`src/rtl/clk_meter_sched.sv`:
```
// clk_meter_sched: round-robin frequency meter for NUM asynchronous clocks.
// Each channel's divide-by-2 toggle is synchronized, one channel is selected,
// and its transitions are counted over a GATE_CYCLES window of aclk. Results
// leave over a valid/ready handshake; same[] flags channels within TOL of ch0.
// Optional feature: define CLK_METER_STUCK_EN to drive per-channel zero-count
// flags on stuck[] (otherwise stuck is tied low).
module clk_meter_sched #(
    parameter int NUM         = 4,
    parameter int GATE_CYCLES = 1000,
    parameter int CNT_W       = 20,
    parameter int TOL         = 2,
    parameter int SETTLE      = 4
) (
    input  logic                    aclk,
    input  logic                    rst,
    input  logic                    enable,
    input  logic [NUM-1:0]          tog_in,
    output logic                    result_valid,
    input  logic                    result_ready,
    output logic [$clog2(NUM)-1:0]  result_chan,
    output logic [CNT_W-1:0]        result_count,
    output logic                    done,
    output logic [NUM-1:0]          same,
    output logic [NUM-1:0]          stuck
);

    localparam int CHAN_W  = $clog2(NUM);
    localparam int TMR_MAX = (GATE_CYCLES > SETTLE) ? GATE_CYCLES : SETTLE;
    localparam int TMR_W   = $clog2(TMR_MAX);

    typedef enum logic [1:0] {
        S_IDLE,
        S_SETTLE,
        S_GATE,
        S_REPORT
    } state_t;

    state_t              state;
    logic [CHAN_W-1:0]   chan;
    logic [TMR_W-1:0]    tmr;
    logic [CNT_W-1:0]    cnt;
    logic [CNT_W-1:0]    cnt_next;
    logic [CNT_W-1:0]    count0;
    logic [CNT_W-1:0]    diff;
    logic                in_tol;
    logic                same_new;
    logic [NUM-1:0]      sync1;
    logic [NUM-1:0]      sync2;
    logic [NUM-1:0]      hist;
    logic                trans;

    // Two-flop synchronizer per channel plus a history flop for edge detection.
    always_ff @(posedge aclk) begin
        // NOTE: the synchronizer is reset too, so a restart never counts a stale edge.
        if (rst) begin
            sync1 <= '0;
            sync2 <= '0;
            hist  <= '0;
        end else begin
            // NOTE: non-blocking assignments make each stage take the pre-edge value
            // of the previous one; blocking ones would collapse the chain into a wire.
            sync1 <= tog_in;
            sync2 <= sync1;
            hist  <= sync2;
        end
    end

    assign trans = sync2[chan] ^ hist[chan];

    // Saturating increment of the gate counter on a selected-channel transition.
    always_comb begin
        // NOTE: default assignment first so every path drives cnt_next (no latch).
        cnt_next = cnt;
        if (trans && (cnt != {CNT_W{1'b1}})) begin
            cnt_next = cnt + CNT_W'(1);
        end
    end

    assign diff   = (result_count >= count0) ? (result_count - count0)
                                             : (count0 - result_count);
    assign in_tol = (diff <= CNT_W'(TOL));

`ifdef CLK_METER_STUCK_EN
    logic zero_cnt;
    logic handshake;

    assign zero_cnt  = (result_count == '0);
    assign handshake = result_valid && result_ready;
    assign same_new  = in_tol && !zero_cnt && !stuck[0];

    // Record which channel produced a zero count at its handshake.
    always_ff @(posedge aclk) begin
        if (rst) begin
            stuck <= '0;
        end else if (handshake) begin
            stuck[chan] <= zero_cnt;
        end
    end
`else
    assign same_new = in_tol;
    assign stuck    = '0;
`endif

    // Sweep scheduler: settle, gate, report, then advance to the next channel.
    always_ff @(posedge aclk) begin
        if (rst) begin
            state        <= S_IDLE;
            chan         <= '0;
            tmr          <= '0;
            cnt          <= '0;
            count0       <= '0;
            result_valid <= 1'b0;
            result_chan  <= '0;
            result_count <= '0;
            done         <= 1'b0;
            same         <= '0;
        end else begin
            case (state)
                S_IDLE: begin
                    if (enable) begin
                        state <= S_SETTLE;
                        chan  <= '0;
                        tmr   <= '0;
                        done  <= 1'b0;
                    end
                end
                S_SETTLE: begin
                    if (!enable) begin
                        state <= S_IDLE;
                    end else if (tmr == TMR_W'(SETTLE - 1)) begin
                        state <= S_GATE;
                        tmr   <= '0;
                        cnt   <= '0;
                    end else begin
                        tmr <= tmr + TMR_W'(1);
                    end
                end
                S_GATE: begin
                    if (!enable) begin
                        state <= S_IDLE;
                    end else begin
                        cnt <= cnt_next;
                        if (tmr == TMR_W'(GATE_CYCLES - 1)) begin
                            result_count <= cnt_next;
                            result_chan  <= chan;
                            result_valid <= 1'b1;
                            state        <= S_REPORT;
                        end else begin
                            tmr <= tmr + TMR_W'(1);
                        end
                    end
                end
                S_REPORT: begin
                    if (result_ready) begin
                        result_valid <= 1'b0;
                        if (chan == '0) begin
                            same[0] <= 1'b1;
                            count0  <= result_count;
                        end else begin
                            same[chan] <= same_new;
                        end
                        if (chan == CHAN_W'(NUM - 1)) begin
                            done <= 1'b1;
                            chan <= '0;
                        end else begin
                            chan <= chan + CHAN_W'(1);
                        end
                        tmr   <= '0;
                        state <= enable ? S_SETTLE : S_IDLE;
                    end
                end
                default: state <= S_IDLE;
            endcase
        end
    end

endmodule

```
`config.mk`:
```
export PLATFORM = sky130hd
export DESIGN_NAME = clk_meter_sched
export DESIGN_NICKNAME = d
export VERILOG_FILES = /design/src/rtl/clk_meter_sched.sv
export SDC_FILE = /design/constraint.sdc
export NUM_CORES = 1
export LEC_CHECK = 0
export BUFFER_PORTS_ARGS = -buffer_cell sky130_fd_sc_hd__buf_2
export CAP_MARGIN = 20
export CORE_ASPECT_RATIO = 2
export CORE_MARGIN = 5
export CORE_UTILIZATION = 45
export CTS_BUF_LIST = sky130_fd_sc_hd__clkbuf_8
export DETAILED_ROUTE_END_ITERATION = 12
export HOLD_SLACK_MARGIN = 0.1
export SKIP_LAST_GASP = 1
export SYNTH_ARGS = -nofsm -noshare
export SYNTH_HDL_FRONTEND = slang
export SYNTH_SLANG_ARGS = --single-unit
```
`constraint.sdc`:
```
create_clock -name aclk -period 7.1 [get_ports aclk]
set_input_delay 2.13 -clock aclk [delete_from_list [all_inputs] [get_ports aclk]]
set_output_delay 2.13 -clock aclk [all_outputs]
set_load 0.1 [all_outputs]
```
==> summary.md, run 1 <==
| Metric | Value |
|---|---|
| #FFs+latches synth | 94 |
| Fin util | 48.4% |
| Hold buffers post-CTS | 0 |
| Root Driver | clkbuf_8 |
| Worst Hold Class | reg -> reg |
| CP Launch Type | register |
| Num rows | 62 |
| Max Cap Violations | 0 |
| Synthesized area | 6560 sq um |
| P_leak | 2.81 nW |
| Fmax achieved | 239 MHz |
| Final count of pins violating max slew | 0 |
| Worst Setup End Kind | register |
| Slew HR | 28.8% |
| Hold depth | 1 |
| Initial antenna violation count | 0 |
| Clock tree sinks | 94 |
| # setup viols final | 0 |
| Clk buf depth | 2 |
| Period utilization | 58.9% |
| HPWL Detailed | 14,500 microns |
| Total CTS buffers | 9 |
| Worst skew pair latency | 0.36 ns |
| Number of H-tree levels | 3 |
| CP Class | reg -> reg |
| Post-cts sizing count | 0 |
| Final Skew | 0.0138 ns |
| Post-synth EDFFs | 0 |
| Reg2reg end | same[1]$_SDFFE_PP0P_ |
| Worst reg2reg path startpoint | result_count[7]$_SDFFE_PP0P_ |
| DR DRC count | 0 |
| I/O Pins | 40 |
| Worst Path Max Fanout | 13 |
| First DRT Iteration DRCs | 246 |
| Worst Path Arrival | 4.45 ns |
| Vias in the first global route | 5,852 |
| Area Growth Syn to Fin | 5.95% |
| 1st-pass router iterations | 8 |
| Ys async rst share | 0% |
| Die X | 95.4 microns |
| Post-Syn Area per Cell | 7.68 sq um |
| RSZ-0062 raised after global routing | false |
| Nets | 917 |
| Postcts setup bufs | 0 |
| Endpoint, Worst Hold | sync2[0]$_SDFF_PP0_ |
| Final TNS setup | 0 ns |
| Top-area cell type share of the netlist area | 28.7% |
| Cell area power density | 132 nW/um^2 |
| Syn. warnings | 0 |
| Top FF cell, synth | dfxtp_1 |
| Peak VDD IR | 0.000162 V |
| Fin. Hold Viols | 0 |
| Status | finished clean |
| Total GRT Usage | 21.4% |
| Min Tclk post-route | 4.18 ns |
| Via count | 5,996 |
| Core box area | 14,400 sq um |
| Avg WL per Cell | 17.3 microns |
| GRT Residual Overflow | 0 |
| Vias per Instance | 5.69 |
| Post-synthesis cell type count | 65 |
| Hold_sp | sync1[0]$_SDFF_PP0_ |
| Top cells by area, synth | dfxtp_1 29%, ha_1 9.5%, a21oi_1 5.6% |
| Syn Inst Count | 855 |
| CTS tree | done |
| Final wirelength | 18,200 microns |
| Post-synthesis sequential area ratio | 28.7% |
| Largest net degree at the start of global routing | 92 |
| Share of post-route cells with drive strength above 1 | 8.12% |
| Required time worst endpoint | 7.37 ns |
| Diodes inserted | 0 |
| R2R Setup Slk | 2.92 ns |
| GP Congestion | 0.989 |
| Worst slew pin tran | 1.04 ns |
| Global-route wire length before repair | 29,200 microns |
| Area leader, netlist | dfxtp_1 |
| ANT nets after route | 0 |
| Clock transition at path regs | 0.10 ns |
| R2R depth | 11 |
| Starting Density | 45.7% |
| Chip height | 181 microns |
| DIE AREA | 17,200 sq um |
| Port Buffers | 35 |
==> layer usage <==
metal | up-vias | GRT usage [%] | wire [microns] | share of wire [%]
met5 | - | 0 | 0 | 0
met4 | 0 | 13.0 | 1100 | 6.0
met3 | 50 | 1.96 | 458 | 2.5
met2 | 129 | 41.5 | 10300 | 57
met1 | 2815 | 20.7 | 6320 | 35
li1 | 3002 | - | - | -
==> state kept, by name, indices dropped and copies added, names as in the netlist, 4 cells and up <==
register	cells
count0	20
hist	4
result_count	20
same	4
tmr	10
sync1	4
cnt	20
sync2	4
==> worst max path at each step <==
stage	from	endpoint	slack, ns	cells after the start
detailed placement	rst	same[1]$_SDFFE_PP0P_	2.89	6
finish	result_count[7]$_SDFFE_PP0P_	same[1]$_SDFFE_PP0P_	2.92	11
global route	result_count[7]$_SDFFE_PP0P_	same[2]$_SDFFE_PP0P_	2.62	11
CTS	result_count[7]$_SDFFE_PP0P_	same[1]$_SDFFE_PP0P_	2.89	11
floorplan	result_count[0]$_SDFFE_PP0P_	same[1]$_SDFFE_PP0P_	3.04	13
global placement	rst	same[2]$_SDFFE_PP0P_	2.94	6
==> critical path: stages (launching register included) <==
cell	delay, ns
dfxtp_1	0.42
inv_1	0.06
ha_1	0.48
a21oi_1	0.53
o21ai_1	0.16
a211oi_2	0.43
a21oi_2	0.26
or4_4	0.60
a2111oi_4	0.27
nand4_1	0.17
a2111o_1	0.45
o31ai_1	0.24
==> cell type report <==
type | instances | area, sq um
Clock inverter | 7 | 50.0
Sequential cell | 94 | 1880
Clock buffer | 9 | 124
Fill cell | 1462 | 7400
Multi-Input combinational cell | 657 | 4250
Tap cell | 192 | 240
Timing Repair Buffer | 37 | 190
Inverter | 58 | 218
==> cells in the final DEF, fill, tap and decap left out, drive strengths merged, types with 5 or more instances in the layout <==
cell type  synthesis  layout
and4               5       5
o21bai             5       5
a21oi             77      77
xnor2             26      26
clkbuf            32       9
and3               5       5
mux2i              9       9
o21a               8       8
buf               17      37
nor2b             17      17
nor2              89      89
nand2             89      89
a21o              14      14
a31oi              5       5
o31ai              5       5
xor2              20      20
a22oi              8       8
nand3             15      15
a211oi            34      34
o21ai             54      54
nand3b             5       5
and2              10      10
ha                50      50
dfxtp             94      94
nand4             18      18
nand2b             6       6
inv               58      62
nor3              17      17
or3                6       6
==> through the flow <==
| step | area [sq um] | total power, mW | setup slack [ns] | hold WS, ns | cells |
|---|---|---|---|---|---|
| finish | 6950 | 0.915 | 2.92 | 0.442 | 1054 |
| global route | 6950 | 0.960 | 2.62 | 0.463 | 1054 |
| CTS | 6950 | 0.929 | 2.89 | 0.444 | 1054 |
| detailed placement | 6780 | 0.611 | 2.89 | 0.422 | 1038 |
| global placement | 6780 | 0.609 | 2.94 | 0.421 | 1038 |
| floorplan | 6570 | 0.599 | 3.04 | 0.414 | 858 |
==> logic make-up after synthesis <==
kind of cell | share of synthesized area [%]
muxes | 2.23
DFF | 28.7
and+or+nand+nor | 21.6
AOI/OAI and AO/OA | 24.4
xor gates and xnor gates | 6.14
other | 0.0571
buffers and inverters | 6.79
adders and majority gates | 10.1
==> power breakdown <==
group / switching (mW) / internal [mW]
registers: 0.00238 / 0.531
logic: 0.0471 / 0.0180
clock network: 0.188 / 0.129
total: 0.237 / 0.678
==> Yosys cell counts (6+ instances only) <==
library cell,number
dfxtp_1,94
nand2_1,89
nor2_1,89
a21oi_1,74
inv_1,58
o21ai_0,53
ha_1,50
a211oi_1,32
clkbuf_1,32
xnor2_1,26
xor2_1,20
nand4_1,18
nor2b_1,17
nor3_1,17
nand3_1,15
a21o_1,14
buf_2,11
and2_1,10
mux2i_1,9
a22oi_1,8
o21a_1,8
nand2b_1,6
or3_1,6
Note: power is estimated with default switching activity, not from simulation.
==> run 2, diff against run 1 <==
==> constraint.sdc (replaced) <==
create_clock -name aclk -period 4.3 [get_ports aclk]
set_input_delay 1.29 -clock aclk [delete_from_list [all_inputs] [get_ports aclk]]
set_output_delay 1.29 -clock aclk [all_outputs]
set_load 0.1 [all_outputs]
==> summary.md, run 2 (same netlist as run 1, synthesis figures left out) <==
| Metric | Value |
|---|---|
| Worst Setup End Kind | register |
| Vias per Instance | 5.70 (+0.15%) |
| Slew HR | 28.0% (-0.77 points) |
| Chip height | 181 microns (unchanged) |
| Most frequent cells in the layout | 94 x dfxtp_1, 89 x nand2_1, 88 x nor2_1, 74 x a21oi_1, 58 x inv_1 |
| Bufs and invs on worst path | 1 (unchanged) |
| Largest net degree at the start of global routing | 91 (-1.1%) |
| Cell depth of the worst setup path | 11 (unchanged) |
| Cell area power density | 227 nW/um^2 (+72%) |
| Highest metal used | met4 |
| DIE AREA | 17,200 sq um (unchanged) |
| Initial antenna violation count | 0 (unchanged) |
| Area of the multi-input gates | 4250 sq um (unchanged) |
| Leading cell type in the layout, fill and taps excluded | dfxtp_1 |
| RSZ-0062 raised after global routing | false |
| Pre-CTS setup slack | 0.398 ns (-2.50 ns) |
| M1 WL | 6700 microns (+6.0%) |
| Num rows | 62 (unchanged) |
| Nets | 927 (+1.1%) |
| GRT Residual Overflow | 0 (unchanged) |
| Reg area | 1880 sq um (unchanged) |
| Die X | 95.4 microns (unchanged) |
| HPWL Detailed | 15,300 microns (+5.6%) |
| Status | finished clean |
| Clock tree sinks | 94 (unchanged) |
| Hold buffers post-CTS | 0 (unchanged) |
| CTS tree | done |
| DP Area | 6850 sq um (+1.1%) |
| DR DRC count | 0 (unchanged) |
| Final wirelength | 19,600 microns (+7.4%) |
| Total CTS buffers | 9 (unchanged) |
| Core box area | 14,400 sq um (unchanged) |
| Final WS setup | 0.367 ns (-2.55 ns) |
| Hold depth | 1 (unchanged) |
| Required time worst endpoint | 4.57 ns (-2.80 ns) |
| Crit-path cells | inv_1 -> ha_1 -> nand4_1 -> o211ai_1 -> a41oi_1 -> a21oi_2 -> mux2i_1 -> xnor2_1 -> or4_1 -> a2111o_1 -> o31ai_1 |
| ANT nets after route | 0 (unchanged) |
| First DRT Iteration DRCs | 248 (+0.81%) |
| Port Buffers | 35 (unchanged) |
| R2R depth | 11 (unchanged) |
| Postcts setup bufs | 0 (unchanged) |
| Final Skew | 0.0146 ns (+0.000757 ns) |
| Fin. Hold Viols | 0 (unchanged) |
| Starting Density | 45.7% (unchanged) |
| Final count of pins violating max slew | 0 (unchanged) |
| I/O Pins | 40 (unchanged) |
| Area Growth Syn to Fin | 7.34% |
| Via count | 6,062 (+1.1%) |
| Share of post-route cells with drive strength above 1 | 9.40% (+1.3 points) |
| Largest regs | cnt: 20 flops, count0: 20 flops, result_count: 20 flops |
| Slowest cell on crit path | ha_1 |
| DR WL met3 | 437 microns (-4.6%) |
| Fmax achieved | 254 MHz (+6.3%) |
| Worst skew pair latency | 0.37 ns (about the same) |
| Min Tclk post-route | 3.93 ns (-0.247 ns) |
| CP Class | reg -> reg |
| Final Cell Area | 7040 sq um (+1.3%) |
| Period utilization | 91.5% (+33 points) |
| # setup viols final | 0 (unchanged) |
| Clock transition at path regs | 0.11 ns (about the same) |
| Total GRT Usage | 23.0% (+1.6 points) |
| Peak VDD IR | 0.000184 V (+14%) |
| Worst slew pin tran | 1.08 ns (+0.0385 ns) |
| Max Cap Violations | 0 (unchanged) |
| Post-cts sizing count | 0 (unchanged) |
| 1st-pass router iterations | 7 (-1) |
| Critical Path Max Stage Delay | 0.55 ns (-0.05 ns) |
| Met2 WL | 11,000 microns (+6.8%) |
| Worst Path Arrival | 4.21 ns (-0.24 ns) |
| GP Congestion | 0.918 (-7.2%) |
| P_leak | 2.87 nW (+1.9%) |
| Vias in the first global route | 5,961 (+1.9%) |
| Root Driver | clkbuf_8 |
| Worst Path Max Fanout | 12 (-1) |
| Clk buf depth | 2 (unchanged) |
| Diodes inserted | 0 (unchanged) |
| Final TNS setup | 0 ns (unchanged) |
| Number of H-tree levels | 3 (unchanged) |
| CP Launch Type | register |
| Avg WL per Cell | 18.4 microns (+6.4%) |
| Worst Hold Class | reg -> reg |
| Crit path max-delay family | compound AO/OA/AOI/OAI gates |
| Fillers | 1,467 (+0.34%) |
| Global-route wire length before repair | 30,700 microns (+4.8%) |
| Fin util | 49.1% (+0.64 points) |
## run 2: per-stage QoR
step | instances | total power [mW] | hold slack, ns
floorplan | 858 | 0.989 | 0.414
global placement | 1048 | 1.01 | 0.418
detailed placement | 1048 | 1.01 | 0.429
CTS | 1064 | 1.62 | 0.444
global route | 1064 | 1.67 | 0.459
finish | 1064 | 1.60 | 0.438
## run 2: layout make-up
type	instances	area share (%)
timing repair buffer	47	3.77
clock inverter	6	0.746
multi-input combinational	657	60.3
clock buffer	10	1.95
tap	192	3.41
sequential	94	26.7
inverter	58	3.09
## run 2: routing by layer
layer  vias to the layer above  global-route usage [%]
li1                       3026                       -
met1                      2833                    21.2
met2                       139                    45.0
met3                        64                    2.29
met4                         0                    15.0
met5                         -                       0
## run 2: worst paths after layout
check                                                    from                    to  slack [ns]
worst max-delay path            result_count[13]$_SDFFE_PP0P_  same[1]$_SDFFE_PP0P_        0.37
worst min register to register            sync1[2]$_SDFF_PP0_   sync2[2]$_SDFF_PP0_        0.44
worst max register to register  result_count[13]$_SDFFE_PP0P_  same[1]$_SDFFE_PP0P_        0.37
worst min-delay path                      sync1[2]$_SDFF_PP0_   sync2[2]$_SDFF_PP0_        0.44
## run 2: where the power goes
group	internal (mW)	switching (mW)
sequential	0.877	0.00401
combinational	0.0309	0.0811
clock	0.238	0.366
